$ cat config.mk
export PLATFORM = sky130hd
export DESIGN_NAME = shift194_ctrl_flat
export DESIGN_NICKNAME = d
export VERILOG_FILES = /design/src/rtl/shift194_ctrl_pkg.sv /design/src/rtl/shift194_ctrl_if.sv /design/src/rtl/shift194_ctrl_shift_cnt.sv /design/src/rtl/shift194_ctrl.sv /design/src/flat_wrapper.sv
export SDC_FILE = /design/constraint.sdc
export NUM_CORES = 1
export LEC_CHECK = 0
export ABC_AREA = 1
export BUFFER_PORTS_ARGS = -buffer_cell sky130_fd_sc_hd__buf_2
export CORE_UTILIZATION = 52
export CTS_CLUSTER_SIZE = 20
export DETAILED_ROUTE_END_ITERATION = 16
export PLACE_DENSITY = 0.81
export RECOVER_POWER = 25
export SYNTH_ARGS = -nofsm -noshare
export SYNTH_HDL_FRONTEND = slang
export SYNTH_SLANG_ARGS = --single-unit
$ cat constraint.sdc
create_clock -name CP -period 3.04 [get_ports CP]
set_input_delay 0.304 -clock CP [delete_from_list [all_inputs] [get_ports CP]]
set_output_delay 0.304 -clock CP [all_outputs]
set_load 0.02 [all_outputs]
$ cat src/rtl/shift194_ctrl_pkg.sv
// Shared types and constants for the 74HC194 sequencer slice.
// Latency: n/a (declarations only).
// Backpressure: n/a.
// Contents: FSM state encoding, shifter S-mode codes, direction codes and
// small decode helpers used by the controller.
package shift194_pkg;

  localparam int DATA_W = 4;

  typedef enum logic [1:0] {
    IDLE  = 2'd0,
    LOAD  = 2'd1,
    SHIFT = 2'd2,
    DONE  = 2'd3
  } state_t;

  // Shifter S[1:0] mode codes.
  localparam logic [1:0] S_HOLD  = 2'b00;
  localparam logic [1:0] S_RIGHT = 2'b01;
  localparam logic [1:0] S_LEFT  = 2'b10;
  localparam logic [1:0] S_LOAD  = 2'b11;

  // Shift direction codes.
  localparam logic DIR_R = 1'b0;
  localparam logic DIR_L = 1'b1;

  // Shift mode that moves data toward the serial end for a direction.
  function automatic logic [1:0] shift_mode(input logic dir);
    return (dir == DIR_L) ? S_LEFT : S_RIGHT;
  endfunction

  // Index into Q of the bit about to leave the shifter: Q[3] when shifting
  // right, Q[0] when shifting left.
  function automatic logic [1:0] serial_end(input logic dir);
    return (dir == DIR_L) ? 2'd0 : 2'd3;
  endfunction

endpackage

$ cat src/rtl/shift194_ctrl_if.sv
// Word-input handshake between an upstream source and the 194 sequencer.
// Latency: n/a (wires only).
// Backpressure: source holds in_data/in_dir/in_fill while in_valid && !in_ready.
// Signals: in_valid/in_ready handshake, in_data word, in_dir shift direction,
// in_fill serial fill bit. master = upstream source, slave = controller.
interface shift194_ctrl_if;

  logic                              in_valid;
  logic                              in_ready;
  logic [shift194_pkg::DATA_W-1:0]   in_data;
  logic                              in_dir;
  logic                              in_fill;

  modport master (
    output in_valid, in_data, in_dir, in_fill,
    input  in_ready
  );

  modport slave (
    input  in_valid, in_data, in_dir, in_fill,
    output in_ready
  );

endinterface

$ cat src/rtl/shift194_ctrl_shift_cnt.sv
// 74HC161-style synchronous up-counter with clear, enable and terminal count.
// Latency: count updates on the edge after clr/en; tc is combinational on count.
// Backpressure: none; en simply holds the count when low.
// Ports: clk, rst (sync, active-high), clr (sync clear, wins over en), en,
// tc (high while count == N_SHIFT-1).
module shift_cnt #(
  parameter int N_SHIFT = 4,
  parameter int CW      = 4
) (
  input  logic clk,
  input  logic rst,
  input  logic clr,
  input  logic en,
  output logic tc
);

  logic [CW-1:0] count;

  always_ff @(posedge clk) begin
    if (rst) begin
      count <= '0;
    end else if (clr) begin
      count <= '0;
    end else if (en) begin
      count <= count + CW'(1);
    end
  end

  assign tc = (count == CW'(N_SHIFT - 1));

endmodule

$ cat src/rtl/shift194_ctrl.sv
// Sequencer driving a 74HC194 shifter as a parallel-to-serial transmitter.
// Latency: first ser_valid in the 3rd cycle after the accept edge; one word per N_SHIFT+3 cycles.
// Backpressure: in_ready only in IDLE; in_valid while busy is ignored and the source must hold.
// Ports: CP clock, CR sync active-high reset, up word handshake (slave),
// S/DS/D drive the shifter, Q shifter feedback, ser_out/ser_valid serial
// stream, done one-cycle end-of-word pulse, busy = not IDLE.
module shift194_ctrl
  import shift194_pkg::*;
#(
  parameter int N_SHIFT = 4,
  parameter int CW      = 4
) (
  input  logic                  CP,
  input  logic                  CR,
  shift194_ctrl_if.slave        up,
  output logic [1:0]            S,
  output logic                  DS,
  output logic [DATA_W-1:0]     D,
  input  logic [DATA_W-1:0]     Q,
  output logic                  ser_out,
  output logic                  ser_valid,
  output logic                  done,
  output logic                  busy
);

  state_t              state_q, state_d;
  logic                dir_q, dir_d;
  logic [1:0]          s_d;
  logic                ds_d;
  logic [DATA_W-1:0]   d_d;
  logic                ser_out_d;
  logic                ser_valid_d;
  logic                done_d;
  logic                cnt_clr;
  logic                cnt_en;
  logic                cnt_tc;

  shift_cnt #(
    .N_SHIFT (N_SHIFT),
    .CW      (CW)
  ) u_shift_cnt (
    .clk (CP),
    .rst (CR),
    .clr (cnt_clr),
    .en  (cnt_en),
    .tc  (cnt_tc)
  );

  assign up.in_ready = (state_q == IDLE);
  assign busy        = (state_q != IDLE);

  always_comb begin
    state_d     = state_q;
    dir_d       = dir_q;
    s_d         = S;
    ds_d        = DS;
    d_d         = D;
    ser_out_d   = ser_out;
    ser_valid_d = 1'b0;
    done_d      = 1'b0;
    cnt_clr     = 1'b0;
    cnt_en      = 1'b0;

    unique case (state_q)
      IDLE: begin
        s_d = S_HOLD;
        if (up.in_valid) begin
          // The word and its options are captured here so later changes on
          // the input bus cannot disturb the word in flight. DS carries the
          // fill bit for the whole shift phase.
          d_d     = up.in_data;
          dir_d   = up.in_dir;
          ds_d    = up.in_fill;
          s_d     = S_LOAD;
          state_d = LOAD;
        end
      end
      LOAD: begin
        // Shifter takes D on this edge; shifting starts next cycle.
        s_d     = shift_mode(dir_q);
        cnt_clr = 1'b1;
        state_d = SHIFT;
      end
      SHIFT: begin
        // Q still holds the pre-shift value at this edge, so the serial end
        // is the bit the shifter is about to drop.
        ser_out_d   = Q[serial_end(dir_q)];
        ser_valid_d = 1'b1;
        cnt_en      = 1'b1;
        if (cnt_tc) begin
          s_d     = S_HOLD;
          done_d  = 1'b1;
          state_d = DONE;
        end
      end
      DONE: begin
        state_d = IDLE;
      end
      default: begin
        state_d = IDLE;
      end
    endcase
  end

  always_ff @(posedge CP) begin
    if (CR) begin
      state_q   <= IDLE;
      dir_q     <= DIR_R;
      S         <= S_HOLD;
      DS        <= 1'b0;
      D         <= '0;
      ser_out   <= 1'b0;
      ser_valid <= 1'b0;
      done      <= 1'b0;
    end else begin
      state_q   <= state_d;
      dir_q     <= dir_d;
      S         <= s_d;
      DS        <= ds_d;
      D         <= d_d;
      ser_out   <= ser_out_d;
      ser_valid <= ser_valid_d;
      done      <= done_d;
    end
  end

endmodule

$ cat src/flat_wrapper.sv
// flat-port wrapper written by rule: the top's interface ports become plain ports
module shift194_ctrl_flat import shift194_pkg::*;
#(
  parameter int N_SHIFT = 4,
  parameter int CW      = 4
)
  (CP, CR, S, DS, D, Q, ser_out, ser_valid, done, busy, up_in_valid, up_in_data, up_in_dir, up_in_fill, up_in_ready);
  shift194_ctrl_if up_i ();
  input  logic CP;
  input  logic CR;
  output logic [1:0] S;
  output logic DS;
  output logic [DATA_W-1:0] D;
  input  logic [DATA_W-1:0] Q;
  output logic ser_out;
  output logic ser_valid;
  output logic done;
  output logic busy;
  input wire logic [$bits(up_i.in_valid)-1:0] up_in_valid;
  input wire logic [$bits(up_i.in_data)-1:0] up_in_data;
  input wire logic [$bits(up_i.in_dir)-1:0] up_in_dir;
  input wire logic [$bits(up_i.in_fill)-1:0] up_in_fill;
  output wire logic [$bits(up_i.in_ready)-1:0] up_in_ready;
  assign up_i.in_valid = up_in_valid;
  assign up_i.in_data = up_in_data;
  assign up_i.in_dir = up_in_dir;
  assign up_i.in_fill = up_in_fill;
  assign up_in_ready = up_i.in_ready;
  shift194_ctrl #(.N_SHIFT(N_SHIFT), .CW(CW)) u_core (.CP(CP), .CR(CR), .up(up_i), .S(S), .DS(DS), .D(D), .Q(Q), .ser_out(ser_out), .ser_valid(ser_valid), .done(done), .busy(busy));
endmodule
After elaboration in Yosys (flattened, before gate mapping):

Cells that the tools add are included.

* register bits: 17
* bits of input ports: 13
* output and inout bits: 12
* logic and storage cells: 39

* add/sub/neg operators: 1
* magnitude comparators: 1
* equality and inequality tests: 6
* mux-type cells: 13
* bitwise logic cells: 1
* reduce and logical (&&, ||, !) cells: 8

Operators with widths (number)
* two-way mux 2 bit: 6
* case mux 2 bit (4 select lines): 1
* case mux 2 bit (3 select lines): 1
* AND reduction 2 bit: 3
* adder 4 x 1 -> 4 bit (second input constant): 1
* == test 2 bit (second input constant): 2
* == test 4 x 2 -> 1 bit (second input constant): 1
* two-way mux 1 bit: 4
* OR reduction 2 bit: 2
* less-than comparator 2 x 3 -> 1 bit (second input constant): 1
* nonzero test 3 bit: 1
* binary-select mux 1 bit (select 2 bit): 1
* == test 2 x 1 -> 1 bit (second input constant): 1
* zero test 2 bit: 1
* != test 2 x 1 -> 1 bit (second input constant): 1
* != test 2 bit (second input constant): 1
* nonzero test 2 bit: 1
* inverter 1 bit: 1

Depth between registers and ports, before layout:

Gate-level depths: netlist of the first run.

* word-level depth: 3
* depth in mapped cells: 9
* mapped depth without buffers: 9

Cells and area by module:

From an unflattened synthesis of the first run, not the netlist that was laid out.

* cell total of the unflattened synthesis: 107
* area total of the unflattened synthesis: 798.3 um^2

Modules (own cells, without submodules)
* shift194_ctrl: instances 1, cells an instance 84, area each 624.3 um^2
* shift_cnt: instances 1, cells an instance 23, area each 173.9 um^2

Worst setup path after synthesis of the first run:

Ideal clock, no wire load.

* kind: register to register
* from: register u_core.state_q[0]
* to: register u_core.state_q[0]
* library setup time: 0.115 ns
* data arrival time: 1.290 ns
* data required time: 2.925 ns
* path slack: 1.635 ns
* stages on the path, launching flop included: 7
* period minus slack after synthesis: 1.405 ns
* cell sequence: dfxtp_1 inv_1 ha_1 inv_2 or2_4 a21oi_1 nor2_1

* word-level cells in the longest chain between the ends: 3
* elaborated cells on any way between the ends: 8

Ends and longest elaborated chain
* from (decl): line shift194_ctrl.sv:26 `state_t state_q, state_d;`
* from (signal assigned): line shift194_ctrl.sv:116 `state_q <= state_d;`
* zero test 2 bit *
* net up_in_ready: line flat_wrapper.sv:23 `output wire logic [$bits(up_i.in_ready)-1:0] up_in_ready;`
* != test 2 bit (no line)
* AND reduction 2 bit (no line)

The timed path passes the listed nets; every way through them passes the cells marked *.
A chain may end at the register's enable or synchronous reset.

Worst setup path in the final report of the first run:

* from: register u_core.state_q[0]
* to: output port busy

* word-level cells in the longest chain between the ends: 1

Ends and longest elaborated chain
* nonzero test 2 bit: line shift194_ctrl.sv:50 `assign busy = (state_q != IDLE);`
* to (decl): line flat_wrapper.sv:18 `output logic busy;`

No other way between the ends.

==> impl_metrics.env, run 1 <==
export IMPL_setup_fix_buffers_added_after_clock_tree_synthesis=0
export IMPL_power_frac_comb_pct=45.7
export IMPL_timing_reg2reg_setup_slack_ns=1.63
export IMPL_antenna_violating_nets_post_route=0
export IMPL_pin_count_of_the_biggest_net_entering_global_routing=12
export IMPL_area_growth_syn_to_layout_pct=15.97
export IMPL_hold_buffer_count_at_cts=0
export IMPL_yosysWarnings=0
export IMPL_initialDrtViolationCount=4
export IMPL_regArea_um2=340.3
export IMPL_routed_wirelength_um=1402
export IMPL_fmax_ghz=0.6166
export IMPL_worst_clock_skew_ns=0.002907
export IMPL_initial_core_util_pct=59.07
export IMPL_grt_total_usage_pct=19.31
export IMPL_clock_power_share_pct=14.5
export IMPL_holdCritPathClass="input port to flop"
export IMPL_hold_ws_ns=0.2274
export IMPL_synthesis_nets=125
export IMPL_grt_ovfl_total=0
export IMPL_detailed_route_drc_error_count=0
export IMPL_num_rows=13
export IMPL_final_core_util_pct=68.50
export IMPL_ys_top_cells_by_area="dfxtp_1, ha_1, nor2_1"
export IMPL_power_density_nw_per_um2=862.1
export IMPL_path_clk_slew_ns=0.09
export IMPL_post_dp_hpwl_um=1111
export IMPL_die_h_um=41.40
export IMPL_synth_lib_cells_used_distinct=19
export IMPL_crit_required_ns=2.74
export IMPL_io_buffers=22
export IMPL_yosys_area_top_type="dfxtp_1"
export IMPL_first_global_vias=573
export IMPL_critPathCaptureType="primary output"
export IMPL_setup_repair_after_global_routing_missed_its_margin="no"
export IMPL_regToRegStartpoint="u_core.state_q[0]"
export IMPL_final_setup_worst_slack_ns=1.418
export IMPL_syn_area_um2=807.0
export IMPL_peakVddDrop_v=0.0005667
export IMPL_critPathMaxFanout=5
export IMPL_tritoncts="built"
export IMPL_fill_cells=131
export IMPL_cp_arrival_ns=1.32
export IMPL_crit_reg2reg_capture="u_core.DS"
export IMPL_post_synth_top_area_fraction_pct=42.17
export IMPL_min_delay_path_depth=2
export IMPL_cts_root_buf="clkbuf_4"
export IMPL_grt_pass1_wl_um=2180
export IMPL_io_pins=25
export IMPL_htree_levels=1
export IMPL_drt_pass1_iter_count=4
export IMPL_synth_yosys_seq_area_share_pct=42.17
export IMPL_drt_wirelength_per_cell_um=9.736
export IMPL_setup_tns_final_ns=0
export IMPL_switching_power_mw=0.3442
export IMPL_yosys_register_bits=17
export IMPL_cts_resized_gates=0
export IMPL_min_period_ns=1.622
export IMPL_num_antenna_cells=0
export IMPL_timing_final_setup_violations=0
export IMPL_p_seq_share_pct=39.8
export IMPL_hold_path_startpoint="CR"
export IMPL_maxSlewHeadroom_pct=77.93
export IMPL_cap_viol_max_count=0
export IMPL_power_total_mw=0.8069
export IMPL_switching_share_pct=42.66
export IMPL_finalHoldViolCount=0
export IMPL_timing_worst_slew_pin_value_ns=0.3311
export IMPL_worst_setup_path_type="flop to primary output"
export IMPL_leakage_nw=0.4572
export IMPL_dp_slack_ns=1.628
export IMPL_postSynthAreaPerCell_um2=7.686
export IMPL_post_synth_inst_count=105
export IMPL_finish_net_count=150
export IMPL_run_status="finished, final reports clean"
export IMPL_fp_dieArea_um2=1714
export IMPL_number_of_antenna_violations_at_the_first_check_in_global_routing=0
export IMPL_worst_setup_path_start_kind="flop"
export IMPL_timing_reg2reg_worst_path_depth=6
export IMPL_die_width_um=41.40
export IMPL_layout_worst_path_cycle_share_pct=53.35
export IMPL_area_used_by_multi_input_combinational_logic_um2=391.6
export IMPL_cts_inserted_buffers=3
export IMPL_cts_num_sinks=17
export IMPL_vias=689
export IMPL_route_detailed_vias_per_inst=4.785
export IMPL_p_int_mw=0.4626
export IMPL_clock_insertion_delay_worst_skew_ns=0.28
export IMPL_drive_above_1_share_pct=20.93
export IMPL_clock_tree_buffer_depth=2
export IMPL_min_delay_worst_endpoint="u_core.ser_valid"
export IMPL_gpl_final_weighted_congestion=0.7922
export IMPL_number_of_pins_with_negative_max_slew_slack_in_the_final_report=0
export IMPL_core_area_um2=1366
==> worst max-delay path, stage by stage (launching register included) <==
cell	delay (ns)
dfxtp_1	0.43
inv_1	0.12
ha_1	0.25
inv_2	0.08
buf_2	0.16
==> layout make-up <==
class / count / share of cell area, %
sequential: 17 / 36.36
tap: 15 / 2.005
clock buffer: 4 / 2.807
inverter: 15 / 6.016
multi-input combinational: 71 / 41.84
timing repair buffer: 22 / 10.96
==> registers in the layout, summed over array words and instances (netlist names) <==
name and cells:
u_core.ser_valid 1, u_core.dir_q 1, u_core.state_q 2, u_core.done 1
u_core.DS 1, u_core.S 2, u_core.D 4, u_core.ser_out 1
u_core.u_shift_cnt.count 4
==> placed cells by master (no fill, tap or decap) <==
cell type   n
buf_2      16
o21ai_0     9
nor2_2      1
nor3_2      1
or2_4       1
nor2_1     19
inv_1      14
inv_2       1
nand2_1    15
nand3_1     5
o211ai_1    1
nand2_2     2
nor3_1      1
dfxtp_1    17
nand2_4     1
clkbuf_4    3
ha_1        7
clkbuf_1    7
nand3_2     1
a21oi_1     7
==> metrics by stage <==
step	std cells	instance area, um^2
2_1_floorplan	105	807.0
3_3_place_gp	140	917.1
6_report	144	935.9
4_1_cts	144	943.4
5_1_grt	144	935.9
3_5_place_dp	140	917.1
==> power groups by stage <==
stage          Combinational, mW  Clock (mW)  Sequential (mW)
6_report                   0.369       0.117            0.321
5_1_grt                    0.429       0.128            0.332
4_1_cts                    0.379       0.119            0.321
3_5_place_dp               0.378           0            0.327
3_3_place_gp               0.367           0            0.323
2_1_floorplan              0.243           0            0.368
==> per-layer routing <==
metal,routed length (um),GRT usage [%]
met5,0,0
met1,685,23.62
met3,79,3.191
met2,630,33.59
met4,6,7.258
==> how the worst max path moves through the flow <==
stage          slack, ns               from           endpoint
6_report            1.42  u_core.state_q[0]               busy
5_1_grt             1.34  u_core.state_q[0]               busy
4_1_cts             1.40  u_core.state_q[0]               busy
3_5_place_dp        1.63  u_core.state_q[0]          u_core.DS
3_3_place_gp        1.71  u_core.state_q[0]        u_core.S[1]
2_1_floorplan       1.63  u_core.state_q[0]  u_core.state_q[0]
==> cells in the mapped netlist <==
master / n
nor2_1: 19
dfxtp_1: 17
nand2_1: 15
inv_1: 14
o21ai_0: 9
a21oi_1: 7
ha_1: 7
nand3_1: 5
nand2_2: 2
buf_4: 1
buf_6: 1
inv_2: 1
nand2_4: 1
nand3_2: 1
nor2_2: 1
nor3_1: 1
nor3_2: 1
o211ai_1: 1
or2_4: 1
==> logic make-up (layout without fill, tap and decap cells) <==
group           Yosys count  count (layout)  synth area share (%)
compound gates           17              17                 10.85
fa+ha+maj                 7               7                 10.85
buf+inv                  17              41                 9.302
flops                    17              17                 42.17
simple gates             47              47                 26.82
(Power assumes the default switching activity.)
==> run 2, diff against run 1 <==
- ABC_AREA: 1 -> 0
- CORE_UTILIZATION: 52 -> 43
- PLACE_DENSITY: 0.81 -> 0.72
- clock period: 3.04 -> 1.4 ns (I/O delays scaled with it)
==> run 2 against run 1 <==
  * The run now ends with setup timing left
  * Sequential share of layout area down 3.5 points
  * Clock-buffer cell count down 1
  * Clock power up 120%
  * Design area up 13%
  * Routed wire length up 25%
  * Global-route usage down 0.18 points
  * Combinational power rose to 2.5 times the previous value
  * Die area up 15%
  * Flip-flop and latch count unchanged
  * Critical endpoint is now u_core.state_q[0]
  * Largest power group unchanged
  * Highest routed layer unchanged
==> impl_metrics.env, run 2 <==
export IMPL_worstPathBufferInverterCount=0
export IMPL_failed_checks="setup timing"
export IMPL_leakage_nw=0.4535
export IMPL_setup_repair_after_global_routing_missed_its_margin="yes"
export IMPL_drt_wirelength_per_cell_um=12.54
export IMPL_die_h_um=44.48
export IMPL_drive_above_1_share_pct=37.93
export IMPL_yosys_register_bits=17
export IMPL_core_area_um2=1594
export IMPL_crit_required_ns=1.60
export IMPL_drt_pass1_iter_count=4
export IMPL_grt_ovfl_total=0
export IMPL_post_synth_inst_count=84
export IMPL_clock_tree_buffer_depth=2
export IMPL_worst_setup_path_start_kind="flop"
export IMPL_io_pins=25
export IMPL_number_of_antenna_violations_at_the_first_check_in_global_routing=0
export IMPL_edff_count_synth=0
export IMPL_place_area_um2=969.7
export IMPL_cap_viol_max_count=0
export IMPL_tritoncts="built"
export IMPL_clock_insertion_delay_worst_skew_ns=0.30
export IMPL_grt_pass1_wl_um=2615
export IMPL_htree_levels=1
export IMPL_layout_cells_most_common="buf_2"
export IMPL_cp_arrival_ns=1.60
export IMPL_die_width_um=44.48
export IMPL_synthesis_nets=104
export IMPL_synth_common_cells="dfxtp_1, nand2_1, a21oi_1, ha_1"
export IMPL_synth_lib_cells_used_distinct=24
export IMPL_post_synth_top_count_cell="dfxtp_1"
export IMPL_critPathMaxFanout=3
export IMPL_mostFrequentLayoutCells="buf_2, dfxtp_1, nand2_1, buf_4"
export IMPL_antenna_violating_nets_post_route=0
export IMPL_power_density_nw_per_um2=1743
export IMPL_holdCritPathClass="input port to flop"
export IMPL_initialDrtViolationCount=10
export IMPL_num_rows=14
export IMPL_critical_path_max_stage_delay_ns=0.40
export IMPL_min_period_ns=1.403
export IMPL_cts_root_buf="clkbuf_4"
export IMPL_postSynthAreaPerCell_um2=9.235
export IMPL_synth_yosys_seq_area_share_pct=43.87
export IMPL_worst_clock_skew_ns=0.01021
export IMPL_final_setup_worst_slack_ns=-0.003318
export IMPL_routed_wirelength_um=1755
export IMPL_worst_setup_path_type="flop to flop"
export IMPL_fmax_ghz=0.7126
export IMPL_io_buffers=22
export IMPL_cpLargestDelayFamily="simple AND/OR/NAND/NOR gates"
export IMPL_initial_core_util_pct=48.67
export IMPL_cell_count_post_placement=133
export IMPL_yosys_most_used_dff="dfxtp_1"
export IMPL_run_status="finished with violations"
export IMPL_cts_inserted_buffers=3
export IMPL_power_total_mw=1.845
export IMPL_detailed_route_drc_error_count=0
export IMPL_route_detailed_vias_per_inst=4.914
export IMPL_post_synth_top_area_fraction_pct=43.87
export IMPL_vias=688
export IMPL_hold_ws_ns=0.08073
export IMPL_area_growth_syn_to_layout_pct=36.45
export IMPL_timing_final_setup_violations=1
export IMPL_critical_path_cell_chain="ha_4 -> or3b_4 -> a211o_1 -> o211a_1"
export IMPL_cts_num_sinks=17
export IMPL_layout_worst_path_cycle_share_pct=100.2
export IMPL_syn_area_um2=775.7
export IMPL_cp_max_stage_cell="or3b_4"
export IMPL_pin_count_of_the_biggest_net_entering_global_routing=17
export IMPL_final_core_util_pct=66.41
export IMPL_finish_net_count=137
export IMPL_path_clk_slew_ns=0.10
export IMPL_timing_worst_slew_pin_value_ns=0.3244
export IMPL_gpl_final_weighted_congestion=0.7347
export IMPL_layout_cell_area_non_filler_um2=1059
export IMPL_post_dp_hpwl_um=1224
export IMPL_grt_total_usage_pct=19.14
export IMPL_ys_top_cells_by_area="dfxtp_1, ha_1, nand2_1"
export IMPL_num_antenna_cells=0
export IMPL_yosysWarnings=0
export IMPL_layout_top_registers="u_core.D: 4 flops, u_core.u_shift_cnt.count: 4 flops"
export IMPL_yosys_area_top_type="dfxtp_1"
export IMPL_first_global_vias=637
export IMPL_finalHoldViolCount=0
export IMPL_peakVddDrop_v=0.001324
export IMPL_fp_dieArea_um2=1978
export IMPL_maxSlewHeadroom_pct=78.37
export IMPL_final_instance_count_excl_fill=140
export IMPL_synth_async_sr_flop_share_pct=0
export IMPL_number_of_pins_with_negative_max_slew_slack_in_the_final_report=0
export IMPL_critPathCaptureType="flop"
==> run 2: cell types whose count changed after synthesis, moves of 5 or more <==
cell     change
nor3_1       +5
o21ai_0      -9
inv_1        -9
nor2_1      -17
nand2_1      -5
==> run 2: where the power goes <==
part / switching (mW) / internal (mW)
combinational: 0.495 / 0.437
sequential: 0.0683 / 0.582
clock: 0.157 / 0.106
==> run 2: what timing repair did <==
action	CTS	global route
hold buffers	0	0
pin swaps	1	1
hold endpoints to repair	0	0
gates resized for setup	5	9
gates cloned	0	0
buffers inserted	1	2
endpoints found under the setup margin	5	14
==> run 2: worst register-to-register path: stages (launching register included) <==
cell     delay, ns
dfxtp_2       0.37
ha_4          0.14
or3b_4        0.40
a211o_1       0.26
o211a_1       0.12
==> run 2: final cells by class <==
type	instances	area, um^2
clock inverters	1	5.005
multi-input cells	58	440.4
repair buffers	32	187.7
clock buffers	3	22.52
well taps	24	30.03
fillers	142	535.5
flip-flops and latches	17	347.8
inverters	5	25.02
==> run 2: kinds of logic (layout without fill, tap and decap cells) <==
logic type               count (synthesis)  after routing  share of synthesized area [%]
buffers and inverters                    9             41                          5.645
AO/OA/AOI/OAI                           15             15                          12.58
multiplexers                             3              3                          3.871
XOR/XNOR                                 3              3                          3.388
flip-flops                              17             17                          43.87
adder cells (fa/ha/maj)                  7              7                          11.29
AND/OR/NAND/NOR                         30             30                          19.36
==> run 2: layer usage <==
| metal | wire, um | vias to the layer above | global-route usage, % |
|---|---|---|---|
| met5 | 0 | - | 0 |
| met4 | 38 | 0 | 10.91 |
| met3 | 54 | 4 | 7.347 |
| met2 | 906 | 13 | 32.35 |
| met1 | 756 | 315 | 20.20 |
| li1 | - | 356 | - |
==> run 2: metrics by stage <==
step / TNS (ns) / setup WS [ns]
finish: -0.003318 / -0.003318
global route: -0.07096 / -0.03482
CTS: 0 / 0.002385
detailed placement: -0.05416 / -0.05416
global placement: -0.003995 / -0.003995
floorplan: 0 / 0.002728
==> run 2: final timing paths <==
| check | from | end | slack, ns | cells after the start |
|---|---|---|---|---|
| max | u_core.u_shift_cnt.count[0] | u_core.state_q[0] | -0.003 | 4 |
| min | up_in_data[0] | u_core.D[0] | 0.08 | 3 |
| max reg2reg | u_core.u_shift_cnt.count[0] | u_core.state_q[0] | -0.003 | 4 |
| min reg2reg | u_core.D[0] | u_core.D[0] | 0.46 | 2 |
==> run 3, diff against run 2 <==
- ABC_AREA: 0 -> 1
- CORE_UTILIZATION: 43 -> 44
- PLACE_DENSITY: 0.72 -> 0.73
==> run 3 against run 2 <==
  * The run now ends clean
  * Sequential share of layout area is 2.4 points higher
  * Via count up 4.5%
  * Maximum frequency up 9.1%
  * Global-route usage decreased by 2.2 points
  * Cell count increased by 11%
  * Design area shrank 8.4%
  * Largest power group unchanged
  * Register-to-register slack improved by 0.12 ns
  * Highest routed layer unchanged
  * Power shrank 1.4%
  * Setup slack gained 0.12 ns
  * Sequential power increased by 4.9%
  * Critical path depth did not move
  * Clock-buffer cell count rose by 1
==> impl_metrics.env, run 3 (synthesis gave the netlist of run 1 again) <==
export IMPL_run_status="finished, final reports clean"
export IMPL_gpl_final_weighted_congestion=0.8044
export IMPL_die_h_um=44.83
export IMPL_cts_root_buf="clkbuf_4"
export IMPL_worst_clock_skew_ns=0.008500
export IMPL_number_of_pins_with_negative_max_slew_slack_in_the_final_report=0
export IMPL_min_delay_path_depth=2
export IMPL_grt_ovfl_total=0
export IMPL_timing_reg2reg_worst_path_depth=9
export IMPL_worst_setup_path_start_kind="flop"
export IMPL_crit_reg2reg_capture="u_core.S[1]"
export IMPL_cts_num_sinks=17
export IMPL_cpLargestDelayFamily="flip-flops"
export IMPL_drt_pass1_iter_count=4
export IMPL_tritoncts="built"
export IMPL_timing_reg2reg_setup_slack_ns=0.12
export IMPL_mostFrequentLayoutCells="nor2_1, buf_2, dfxtp_1"
export IMPL_clock_tree_buffer_depth=2
export IMPL_layout_top_registers="u_core.D: 4 flops, u_core.u_shift_cnt.count: 4 flops"
export IMPL_crit_required_ns=1.26
export IMPL_htree_levels=1
export IMPL_startpoint="u_core.state_q[1]"
export IMPL_grt_total_usage_pct=16.90
export IMPL_timing_worst_slew_pin_value_ns=0.3091
export IMPL_min_delay_worst_endpoint="u_core.ser_valid"
export IMPL_cp_arrival_ns=1.15
export IMPL_grt_pass1_wl_um=2415
export IMPL_fill_cells=187
export IMPL_min_period_ns=1.287
export IMPL_routed_wirelength_um=1523
export IMPL_maxSlewHeadroom_pct=79.37
export IMPL_io_pins=25
export IMPL_drt_wirelength_per_cell_um=9.763
export IMPL_critPathCaptureType="primary output"
export IMPL_hold_buffer_count_at_cts=0
export IMPL_cap_viol_max_count=0
export IMPL_peakVddDrop_v=0.001013
export IMPL_setup_fix_buffers_added_after_clock_tree_synthesis=0
export IMPL_io_buffers=22
export IMPL_fmax_ghz=0.7772
export IMPL_final_core_util_pct=56.16
export IMPL_vias=719
export IMPL_worst_setup_path_type="flop to primary output"
export IMPL_layout_worst_path_cycle_share_pct=91.91
export IMPL_critPathMaxFanout=3
export IMPL_fp_dieArea_um2=2009
export IMPL_path_clk_slew_ns=0.10
export IMPL_core_area_um2=1727
export IMPL_critical_path_cell_chain="inv_1 -> ha_2 -> inv_2 -> buf_2"
export IMPL_setup_tns_final_ns=0
export IMPL_post_dp_hpwl_um=1140
export IMPL_cts_inserted_buffers=3
export IMPL_setup_repair_after_global_routing_missed_its_margin="no"
export IMPL_holdCritPathClass="input port to flop"
export IMPL_first_global_vias=579
export IMPL_initial_core_util_pct=46.74
export IMPL_detailed_route_drc_error_count=0
export IMPL_finalHoldViolCount=0
export IMPL_regToRegStartpoint="u_core.state_q[1]"
export IMPL_worstPathBufferInverterCount=3
export IMPL_cp_max_stage_cell="dfxtp_2"
export IMPL_layout_cells_most_common="nor2_1"
export IMPL_hold_path_startpoint="CR"
export IMPL_pin_count_of_the_biggest_net_entering_global_routing=12
export IMPL_critical_path_max_stage_delay_ns=0.34
export IMPL_area_growth_syn_to_layout_pct=20.16
export IMPL_drive_above_1_share_pct=24.43
export IMPL_die_width_um=44.83
export IMPL_power_density_nw_per_um2=1876
export IMPL_finish_net_count=152
export IMPL_timing_final_setup_violations=0
export IMPL_antenna_violating_nets_post_route=0
export IMPL_leakage_nw=0.4654
export IMPL_initialDrtViolationCount=4
export IMPL_cts_resized_gates=0
export IMPL_route_detailed_vias_per_inst=4.609
export IMPL_num_antenna_cells=0
export IMPL_num_rows=15
export IMPL_clock_insertion_delay_worst_skew_ns=0.29
export IMPL_number_of_antenna_violations_at_the_first_check_in_global_routing=0
-- run 3: cell types whose count changed in the layout (fill, tap and decap cells not counted), moves of 3 or more --
cell / delta
mux2i_1: -3
nand2_1: +6
dfxtp_1: +3
inv_1: +11
nor3_1: -5
nor2_1: +17
o21ai_0: +9
buf_4: -7
-- run 3: area by class of cell --
class | count | area, um^2 | share of cell area (%)
Clock buffer | 4 | 26.28 | 2.710
Sequential cell | 17 | 341.6 | 35.23
Multi-Input combinational cell | 71 | 396.6 | 40.90
Tap cell | 25 | 31.28 | 3.226
Timing Repair Buffer | 24 | 117.6 | 12.13
Inverter | 15 | 56.30 | 5.806
-- run 3: worst max-delay path by stage --
stage / end / slack [ns] / cells past startpoint
global placement: u_core.S[1] / 0.14 / 9
CTS: u_core.u_shift_cnt.count[3] / 0.08 / 7
finish: busy / 0.11 / 4
detailed placement: u_core.u_shift_cnt.count[3] / 0.11 / 7
global route: u_core.S[1] / 0.02 / 9
floorplan: u_core.state_q[0] / 0.08 / 6
-- run 3: routing by layer --
| metal | global-route usage, % | wire length (um) |
|---|---|---|
| met1 | 21.23 | 721 |
| met2 | 26.18 | 696 |
| met3 | 4.800 | 73 |
| met4 | 9.091 | 32 |
| met5 | 0 | 0 |
-- run 3: through the flow --
stage / setup WS (ns) / hold slack [ns] / area [um^2] / cells / total power, mW
floorplan: 0.07708 / 0.2124 / 809.5 / 105 / 1.334
global placement: 0.1412 / 0.3502 / 947.2 / 152 / 1.541
detailed placement: 0.1062 / 0.3552 / 947.2 / 152 / 1.568
CTS: 0.07998 / 0.04915 / 973.4 / 156 / 1.830
global route: 0.02122 / 0.03966 / 969.7 / 156 / 1.995
finish: 0.1133 / 0.05181 / 969.7 / 156 / 1.819
-- run 3: where the power goes --
| group | internal, mW | total [mW] | switching (mW) | leakage, nW |
|---|---|---|---|---|
| clock | 0.111 | 0.256 | 0.145 | 0.0150 |
| combinational | 0.319 | 0.880 | 0.561 | 0.310 |
| sequential | 0.616 | 0.683 | 0.0672 | 0.140 |
| total | 1.05 | 1.82 | 0.773 | 0.465 |
